==> config.mk <==
export PLATFORM = sky130hd
export DESIGN_NAME = prefetcher_axi_mux
export DESIGN_NICKNAME = d
export VERILOG_FILES = /design/src/rtl/prefetcher_axi_mux.sv
export SDC_FILE = /design/constraint.sdc
export NUM_CORES = 1
export LEC_CHECK = 0
export CORE_AREA = 2 2 221 223
export DETAILED_ROUTE_END_ITERATION = 6
export DIE_AREA = 0 0 223 225
export HOLD_SLACK_MARGIN = 0.03
export SLEW_MARGIN = 5
export SYNTH_ARGS = -nofsm -noshare
export SYNTH_HDL_FRONTEND = slang
export SYNTH_SLANG_ARGS = --single-unit
==> constraint.sdc <==
create_clock -name clk -period 4.8 [get_ports clk]
set_input_delay 0.96 -clock clk [delete_from_list [all_inputs] [get_ports clk]]
set_output_delay 0.96 -clock clk [all_outputs]
set_load 0.01 [all_outputs]
==> src/rtl/prefetcher_axi_mux.sv <==
// rtl/prefetcher_axi_mux.sv - merges prefetcher slice AXI read ports onto one DDR read master
// Optional feature macro: PREFETCH_AXI_MUX_ERR_EN (adds the sticky err_unrouted output)
module prefetcher_axi_mux #(
    parameter int NUM_SLICES      = 4,
    parameter int ADDR_BITS       = 64,
    parameter int BURST_LEN_WIDTH = 8,
    parameter int TID_WIDTH       = 8,
    parameter int DATA_WIDTH      = 64,
    parameter int MAX_OUTSTANDING = 8
) (
    input  logic                                  clk,
    input  logic                                  reset,
    input  logic [NUM_SLICES-1:0]                 sl_ar_valid,
    output logic [NUM_SLICES-1:0]                 sl_ar_ready,
    input  logic [NUM_SLICES*ADDR_BITS-1:0]       sl_ar_addr,
    input  logic [NUM_SLICES*BURST_LEN_WIDTH-1:0] sl_ar_len,
    input  logic [NUM_SLICES*TID_WIDTH-1:0]       sl_ar_id,
    output logic [NUM_SLICES-1:0]                 sl_r_valid,
    input  logic [NUM_SLICES-1:0]                 sl_r_ready,
    output logic [TID_WIDTH-1:0]                  sl_r_id,
    output logic [DATA_WIDTH-1:0]                 sl_r_data,
    output logic                                  sl_r_last,
    output logic                                  m_ar_valid,
    input  logic                                  m_ar_ready,
    output logic [ADDR_BITS-1:0]                  m_ar_addr,
    output logic [BURST_LEN_WIDTH-1:0]            m_ar_len,
    output logic [TID_WIDTH-1:0]                  m_ar_id,
    input  logic                                  m_r_valid,
    output logic                                  m_r_ready,
    input  logic [TID_WIDTH-1:0]                  m_r_id,
    input  logic [DATA_WIDTH-1:0]                 m_r_data,
    input  logic                                  m_r_last
`ifdef PREFETCH_AXI_MUX_ERR_EN
    ,
    output logic                                  err_unrouted
`endif
);

    localparam int SW = $clog2(NUM_SLICES);
    localparam int CW = $clog2(MAX_OUTSTANDING + 1);
    localparam logic [CW-1:0] CNT_MAX = CW'(MAX_OUTSTANDING);
    localparam logic [SW-1:0] LAST_SLICE = SW'(NUM_SLICES - 1);

    // Unpacked per-slice views; slice 0 lives in the most significant field
    logic [NUM_SLICES-1:0]      ar_vld;
    logic [ADDR_BITS-1:0]       ar_addr [NUM_SLICES];
    logic [BURST_LEN_WIDTH-1:0] ar_len  [NUM_SLICES];
    logic [TID_WIDTH-1:0]       ar_id   [NUM_SLICES];
    logic [NUM_SLICES-1:0]      r_rdy;

    // Tracking state
    logic [CW-1:0]        out_cnt_q  [NUM_SLICES];
    logic [CW-1:0]        out_cnt_d  [NUM_SLICES];
    logic [TID_WIDTH-1:0] owner_id_q [NUM_SLICES];
    logic [TID_WIDTH-1:0] owner_id_d [NUM_SLICES];
    logic [SW-1:0]        rr_ptr_q, rr_ptr_d;

    // AR output stage registers
    logic                       m_ar_valid_q, m_ar_valid_d;
    logic [ADDR_BITS-1:0]       m_ar_addr_q, m_ar_addr_d;
    logic [BURST_LEN_WIDTH-1:0] m_ar_len_q, m_ar_len_d;
    logic [TID_WIDTH-1:0]       m_ar_id_q, m_ar_id_d;

    logic [NUM_SLICES-1:0] eligible;
    logic                  win_found;
    logic [SW-1:0]         win_idx;
    logic                  stage_free;
    logic                  grant;
    logic                  hit_any;
    logic [SW-1:0]         sel;
    logic                  sel_ready;
    logic                  r_hs;
    logic                  r_last_hs;

    // Split the concatenated slice buses into per-slice fields
    always_comb begin
        for (int i = 0; i < NUM_SLICES; i++) begin
            ar_vld[i]  = sl_ar_valid[NUM_SLICES-1-i];
            ar_addr[i] = sl_ar_addr[(NUM_SLICES-1-i)*ADDR_BITS +: ADDR_BITS];
            ar_len[i]  = sl_ar_len[(NUM_SLICES-1-i)*BURST_LEN_WIDTH +: BURST_LEN_WIDTH];
            ar_id[i]   = sl_ar_id[(NUM_SLICES-1-i)*TID_WIDTH +: TID_WIDTH];
            r_rdy[i]   = sl_r_ready[NUM_SLICES-1-i];
        end
    end

    // A slice may request when it has room and its ID is not live on another slice
    always_comb begin
        for (int i = 0; i < NUM_SLICES; i++) begin
            eligible[i] = ar_vld[i] && (out_cnt_q[i] < CNT_MAX);
            for (int j = 0; j < NUM_SLICES; j++) begin
                if (j != i && out_cnt_q[j] != '0 && owner_id_q[j] == ar_id[i]) begin
                    eligible[i] = 1'b0;
                end
            end
        end
    end

    // Round-robin pick: first eligible slice at or after rr_ptr
    always_comb begin
        int slot;
        logic [SW-1:0] slot_idx;
        slot      = 0;
        slot_idx  = '0;
        win_found = 1'b0;
        win_idx   = '0;
        for (int k = 0; k < NUM_SLICES; k++) begin
            slot     = (int'(rr_ptr_q) + k) % NUM_SLICES;
            slot_idx = SW'(slot);
            if (!win_found && eligible[slot_idx]) begin
                win_found = 1'b1;
                win_idx   = slot_idx;
            end
        end
    end

    assign stage_free = !m_ar_valid_q || m_ar_ready;
    assign grant      = win_found && stage_free;

    // R routing: lowest-index slice whose live owner ID matches the beat
    always_comb begin
        hit_any = 1'b0;
        sel     = '0;
        for (int i = NUM_SLICES - 1; i >= 0; i--) begin
            if (out_cnt_q[i] != '0 && owner_id_q[i] == m_r_id) begin
                hit_any = 1'b1;
                sel     = SW'(i);
            end
        end
    end

    // Handshake fan-out to slices; unrouted beats are always accepted and dropped
    always_comb begin
        sl_ar_ready = '0;
        sl_r_valid  = '0;
        sel_ready   = 1'b0;
        for (int i = 0; i < NUM_SLICES; i++) begin
            sl_ar_ready[NUM_SLICES-1-i] = grant && (win_idx == SW'(i));
            sl_r_valid[NUM_SLICES-1-i]  = m_r_valid && hit_any && (sel == SW'(i));
            if (sel == SW'(i)) begin
                sel_ready = r_rdy[i];
            end
        end
        m_r_ready = hit_any ? sel_ready : 1'b1;
    end

    assign r_hs      = m_r_valid && m_r_ready;
    assign r_last_hs = r_hs && hit_any && m_r_last;

    assign sl_r_id   = m_r_id;
    assign sl_r_data = m_r_data;
    assign sl_r_last = m_r_last;

    // Per-slice owner and outstanding-count updates; grant and last-beat cancel out
    always_comb begin
        for (int i = 0; i < NUM_SLICES; i++) begin
            out_cnt_d[i]  = out_cnt_q[i];
            owner_id_d[i] = owner_id_q[i];
            if (grant && win_idx == SW'(i)) begin
                owner_id_d[i] = ar_id[i];
            end
            case ({grant && win_idx == SW'(i), r_last_hs && sel == SW'(i)})
                2'b10:   out_cnt_d[i] = out_cnt_q[i] + CW'(1);
                2'b01:   out_cnt_d[i] = out_cnt_q[i] - CW'(1);
                default: out_cnt_d[i] = out_cnt_q[i];
            endcase
        end
    end

    // AR output stage: load on grant, drop valid when accepted, otherwise hold
    always_comb begin
        m_ar_valid_d = m_ar_valid_q;
        m_ar_addr_d  = m_ar_addr_q;
        m_ar_len_d   = m_ar_len_q;
        m_ar_id_d    = m_ar_id_q;
        rr_ptr_d     = rr_ptr_q;
        if (grant) begin
            m_ar_valid_d = 1'b1;
            m_ar_addr_d  = ar_addr[win_idx];
            m_ar_len_d   = ar_len[win_idx];
            m_ar_id_d    = ar_id[win_idx];
            rr_ptr_d     = (win_idx == LAST_SLICE) ? '0 : win_idx + SW'(1);
        end else if (m_ar_ready) begin
            m_ar_valid_d = 1'b0;
        end
    end

    // State registers
    always_ff @(posedge clk or posedge reset) begin
        if (reset) begin
            for (int i = 0; i < NUM_SLICES; i++) begin
                out_cnt_q[i]  <= '0;
                owner_id_q[i] <= '0;
            end
            rr_ptr_q     <= '0;
            m_ar_valid_q <= 1'b0;
            m_ar_addr_q  <= '0;
            m_ar_len_q   <= '0;
            m_ar_id_q    <= '0;
        end else begin
            for (int i = 0; i < NUM_SLICES; i++) begin
                out_cnt_q[i]  <= out_cnt_d[i];
                owner_id_q[i] <= owner_id_d[i];
            end
            rr_ptr_q     <= rr_ptr_d;
            m_ar_valid_q <= m_ar_valid_d;
            m_ar_addr_q  <= m_ar_addr_d;
            m_ar_len_q   <= m_ar_len_d;
            m_ar_id_q    <= m_ar_id_d;
        end
    end

    assign m_ar_valid = m_ar_valid_q;
    assign m_ar_addr  = m_ar_addr_q;
    assign m_ar_len   = m_ar_len_q;
    assign m_ar_id    = m_ar_id_q;

`ifdef PREFETCH_AXI_MUX_ERR_EN
    logic err_q, err_d;

    // Sticky flag for any accepted beat that matched no live burst
    always_comb begin
        err_d = err_q || (r_hs && !hit_any);
    end

    // Error flag register
    always_ff @(posedge clk or posedge reset) begin
        if (reset) begin
            err_q <= 1'b0;
        end else begin
            err_q <= err_d;
        end
    end

    assign err_unrouted = err_q;
`endif

endmodule

Word-level counts from Yosys, hierarchy flattened
Cells that the tools add are included.
- bitwise operators: 1
- order comparisons: 9
- eq/ne operators: 30
- reduce and logical (&&, ||, !) cells: 56
- muxes and demuxes: 57
- add/subtract/negate cells: 12
- operator list (cell ; count):
    64-bit binary-select mux with 2-bit select ; 1
    8-bit == test ; 16
    64-bit 2-to-1 mux ; 2
    1-bit logical AND ; 40
    8-bit binary-select mux with 2-bit select ; 2
    8-bit 2-to-1 mux ; 4
    4-bit case mux with 2 select lines ; 4
    1-bit 2-to-1 mux ; 31
    2-bit 2-to-1 mux ; 9
    4-bit by 1-bit adder with 4-bit output (second input constant) ; 4
    2-bit == test (second input constant) ; 8
    4-bit less-than comparator (second input constant) ; 4
    4-bit nonzero test ; 4
    4-bit by 1-bit subtractor with 4-bit output (second input constant) ; 4
    2-bit by 1-bit == test with 1-bit output (second input constant) ; 6
    2-bit by 3-bit less-than comparator with 1-bit output (second input constant) ; 4
    2-bit nonzero test ; 5
    1-bit binary-select mux with 2-bit select ; 4
    2-bit by 1-bit adder with 2-bit output (second input constant) ; 2
    2-bit adder (second input constant) ; 2
    1-bit logical NOT ; 4
    2-bit logical NOT ; 2
    3-bit >= comparator (second input constant) ; 1
    2-bit NOT with 3-bit output ; 1
    1-bit logical OR ; 1
- word-level logic and storage cells: 178
- input bits: 405
- register bits: 131
- output and inout bits: 163

Depth between registers and ports, before layout
- depth in word-level cells: 21
- mapped depth: 21
- gate-level depth less buffers: 16

Worst setup path before layout
OpenSTA, ideal clock, no wires.
- path kind: input to register
- start point: in sl_ar_id[13]
- end point: reg out_cnt_q[15] in the netlist's numbering
- data required time: 4675 ps
- cell stages on the path: 21
- setup time: 125 ps
- buffers on the path: 5
- slack: 334 ps
- data arrival time: 4341 ps
- path through: clkbuf_1 xnor2_1 nand4_1 nor4_1 or3_1 buf_2 o22a_4 and3_1 buf_6 clkinv_4 buf_12 buf_8 ha_1 nand2_1 ha_1 ha_1 a21o_1 a21oi_1 xnor2_1 nor2_1 xor2_1
- word-level cells in the longest chain between the ends: 21
- elaborated cells on any way between the ends: 38
- classes of those cells: eq/ne (5); mux (20); reduce/logical (13)
- RTL lines (element ; line ; text):
    from (decl) ; 17 ; input logic [NUM_SLICES*TID_WIDTH-1:0] sl_ar_id,
    8-bit == test ; 91 ; if (j != i && out_cnt_q[j] != '0 && owner_id_q[j] == ar_id[i]) begin
    1-bit logical AND ; 91 ;
    1-bit 2-to-1 mux (2 in series) ; 91 ;
    1-bit 2-to-1 mux * ; 91 ;
    1-bit binary-select mux with 2-bit select ; 109 ; if (!win_found && eligible[slot_idx]) begin
    1-bit 2-to-1 mux (not written as such) ; 109 ;
    1-bit 2-to-1 mux ; 109 ;
    1-bit logical NOT ; 109 ;
    (+4 left out) ; -- ;
    1-bit 2-to-1 mux ; 109 ;
    1-bit logical NOT ; 109 ;
    1-bit logical AND ; 109 ;
    2-bit 2-to-1 mux / 1-bit 2-to-1 mux (equally long branches) ; 109 ;
    2-bit logical NOT / 1-bit logical AND (equally long branches) ; 161, 117 ;
    1-bit logical AND * ; 161 ; case ({grant && win_idx == SW'(i), r_last_hs && sel == SW'(i)})
    2-bit by 1-bit == test with 1-bit output / 2-bit == test (equally long branches) ; 161 ;
    4-bit case mux with 2 select lines / 2-bit nonzero test (equally long branches) ; -- ;
    to (signal, indexed assignment) ; 201 ; out_cnt_q[i] <= out_cnt_d[i];
    to (decl) ; 52 ; logic [CW-1:0] out_cnt_q [NUM_SLICES];
Every way passes the cells marked *; elsewhere a longest branch is shown, timed or not. The select of a mux whose other input is x is not followed.
A chain may end at the register's enable or synchronous reset.

Worst setup path after layout
- start point: in sl_ar_id[25]
- end point: out sl_ar_ready[0]
- word-level cells in the longest chain between the ends: 19
- elaborated cells on any way between the ends: 34
- classes of those cells: eq/ne (4); mux (19); reduce/logical (11)
- RTL lines (element ; line ; text):
    8-bit == test ; 91 ;
    1-bit logical AND ; 91 ;
    1-bit 2-to-1 mux (2 in series) ; 91 ;
    1-bit 2-to-1 mux * ; 91 ;
    1-bit binary-select mux with 2-bit select ; 109 ;
    1-bit 2-to-1 mux (not written as such) ; 109 ;
    1-bit 2-to-1 mux ; 109 ;
    1-bit logical NOT ; 109 ;
    (+2 left out) ; -- ;
    1-bit logical NOT ; 109 ;
    1-bit logical AND ; 109 ;
    1-bit 2-to-1 mux ; 109 ;
    1-bit logical NOT ; 109 ;
    1-bit logical AND ; 109 ;
    2-bit 2-to-1 mux / 1-bit 2-to-1 mux (equally long branches) ; 109 ;
    2-bit == test / 1-bit logical AND (equally long branches) ; 137, 117 ;
    1-bit logical AND * ; 137 ; sl_ar_ready[NUM_SLICES-1-i] = grant && (win_idx == SW'(i));
    to (decl) ; 14 ; output logic [NUM_SLICES-1:0] sl_ar_ready,
Marks and branches as above.

==> results.yml <==
global_route:
  grt.overflow.total: 0
  grt_usage_pct: 17.0
  antenna_found_initial: 2
  grt_pass1_vias: 10109
  grt_pass1_wl_um: 64100
  grt_start_max_net_pins: 92
timing:
  slew_viol_final: 0
  report.final.setup_viol: 0
  clock.fmax_mhz: 222
  relSlewSlack_pct: 46.0
  worst_slew_pin_slew_ns: 0.810
  finalClockSkew_ns: 0.00667
  hold_viol: 0
  grt_setup_unrepaired: "no"
  period_needed_ns: 4.50
  period_share_pct: 93.6
detailed_routing:
  routed-wl-met2_um: 21000
  route.detailed.drc: 0
  m1WireLength_um: 18600
  drtIter0Drc: 483
  wirelength_um: 43600
  dr.pass1.iters: 5
  via_count: 9599
  viasPerCell: 4.63
  highest_layer: "met4"
  avgRoutedWirePerCell_um: 21.0
  ant_nets: 0
  routed-wl-met3_um: 2970
setup_path:
  worst-endpoint-arrival_ns: 3.54
  criticalPathCategory: "in2out"
  worstPathMaxFanout: 4
  worstSetupEndpointType: "output pin"
  critPathRequiredTime_ns: 3.84
  start_kind: "input port"
power:
  power_density_nw_per_um2: 527
  p_leak_nw: 6.45
  peakVddDrop_mv: 0.369
clocking:
  root_buffer: "clkbuf_16"
  cts_made_buffers: 17
  clk_pin_slew_ns: 0.06
  cts_tree: "yes"
  clock_latency_ns: 0.44
  htreeDepth: 4
  clock_path_buffers: 2
  clock-sinks: 131
synthesis:
  yosys_warnings: 0
  synth-seq-cells: 131
  ys_seq_area_share_pct: 31.2
  synthSimpleGateAreaFrac_pct: 13.0
  synth_edf_count: 0
  syn-num-nets: 1485
  synth_top_family_by_area: "compound AO/OA/AOI/OAI gates"
  synth_area_um2: 10500
  synthAdderAreaFrac_pct: 2.67
  netlist-cell-type-count: 54
  syn_area_per_cell_um2: 9.90
  synthMuxAreaShare_pct: 11.4
  syn_inst: 1060
  synth-xor-area-share_pct: 12.0
  ys.flop_type: "dfrtp_1"
  synth-compound-area-share_pct: 18.3
  async_flop_share_pct: 100
cells_and_area:
  layout-drive-gt1-share_pct: 16.9
  finish.utilization_pct: 34.0
  layout.nets: 1870
  instances_no_fill: 2074
  nFillCells: 4843
  areaGrowthSynthToFinish_pct: 54.2
flow_run:
  max_cap_viol_count: 0
placement:
  hpwl_um: 34300
  io_buffers: 439
  gp_congestion: 0.925
  placed_cells: 2039
die:
  core.rowCount: 80
  coreArea_um2: 47500
  start_util_pct: 22.1
  ios: 568
  dieArea_um2: 50200
  die_y_um: 225
  chipWidth_um: 223
min_path:
  hold_path_class: "reg2reg"
status:
  status: "complete, no violations"
synthesized netlist by cell type (4+ instances only):
cell	number	area [um2]
clkbuf_1	76	285
nor4_1	21	131
a211oi_2	79	988
xor2_1	77	674
nand2b_1	4	25.0
nor2_1	86	323
dfrtp_1	131	3280
nand4_1	15	93.8
nor3_1	8	40.0
a21o_1	5	37.5
and2_1	86	538
buf_1	15	56.3
xnor2_1	67	587
nand3_1	9	45.0
buf_12	8	160
fa_1	4	80.1
a221oi_1	80	701
buf_2	4	20.0
mux2i_1	82	821
buf_4	74	556
o21ai_0	7	35.0
inv_1	21	78.8
nand2_1	13	48.8
a21oi_1	5	25.0
mux2_1	31	349
ha_1	16	200
timing repair:
action | CTS | global route
pin swaps | 5 | 4
hold buffers | 0 | 0
endpoints found under the hold margin | 0 | 0
gates resized for setup | 19 | 14
cloned | 0 | 0
setup endpoints to repair | 4 | 4
setup buffers | 0 | 2
area by class of cell:
| class | instances | area, um2 | share of cell area, % |
|---|---|---|---|
| Multi-Input combinational cell | 727 | 6130 | 37.9 |
| Timing Repair Buffer | 546 | 5240 | 32.4 |
| Sequential cell | 131 | 3280 | 20.3 |
| Tap cell | 615 | 769 | 4.76 |
| Clock buffer | 23 | 488 | 3.02 |
| Clock inverter | 9 | 174 | 1.08 |
| Inverter | 22 | 92.6 | 0.572 |
| Antenna cell | 1 | 2.50 | 0.0155 |
layout by cell type (no fill, tap or decap), drive strengths merged, types with 3 or more instances in the layout:
cell type      instances
clkdlybuf4s50        425
dfrtp                131
buf                  107
nor2                  86
and2                  86
mux2i                 82
a221oi                80
a211oi                80
xor2                  77
xnor2                 67
mux2                  33
clkbuf                23
nor4                  22
inv                   21
ha                    16
nand4                 15
nand2                 13
o21ai                 10
nand3                  9
nor3                   8
dlygate4sd2            8
dlymetal6s2s           6
a21o                   5
a21oi                  5
bufinv                 5
clkinv                 5
nand2b                 4
fa                     4
or4                    3
logic make-up after synthesis:
logic type                 count (synthesis)
AOI/OAI and AO/OA                        191
xor gates and xnor gates                 144
adders and majority gates                 20
buffers and inverters                    202
DFF                                      131
muxes                                    115
and+or+nand+nor                          257
through the flow:
step                setup slack [ns]  TNS, ns  hold WS, ns  total power [mW]  area [um2]
detailed placement            -0.230    -9.44        0.508              7.01       15400
global route                   0.114        0        0.542              9.04       16200
floorplan                      0.334        0        0.465              5.05       10500
finish                         0.305        0        0.513              8.53       16200
CTS                          0.00419        0        0.517              8.60       16100
global placement              -0.183    -7.05        0.494              6.96       15400
routing by layer:
layer	vias to the layer above	global-route usage [%]
met5	-	0
met4	0	5.69
met3	59	4.32
met2	386	28.2
met1	4683	21.5
li1	4471	-
state kept, by name, summed over array words and instances (netlist names):
register,count
rr_ptr_q,2
owner_id_q,32
out_cnt_q,16
m_ar_len,8
m_ar_valid,1
m_ar_addr,64
m_ar_id,8
critical path, stage by stage:
cell	delay, ns
clkdlybuf4s50_1	0.44
buf_4	0.17
xor2_1	0.16
nor4_1	0.19
a41oi_1	0.18
buf_4	0.17
and4_4	0.19
nor3b_4	0.21
o21a_2	0.21
buf_4	0.11
ha_1	0.14
nand2_1	0.07
inv_1	0.13
dlymetal6s2s_1	0.19
report_power, final:
part	total [mW]	leakage (nW)	internal, mW	switching (mW)
clock	1.50	0.327	0.975	0.524
combinational	4.69	4.63	2.35	2.34
sequential	2.34	1.49	1.65	0.691
final timing paths:
kind	cells after the start	to	startpoint	slack [ns]
worst max-delay path	14	sl_ar_ready[0]	sl_ar_id[25]	0.30
worst min-delay path	1	out_cnt_q[15]	out_cnt_q[15]	0.51
worst max register to register	11	m_ar_addr[13]	out_cnt_q[0]	0.78
worst min register to register	1	out_cnt_q[15]	out_cnt_q[15]	0.51
max in group asynchronous	3	m_ar_addr[21]	reset	2.87
min in group asynchronous	2	m_ar_addr[38]	reset	0.98
(Power assumes the default switching activity.)
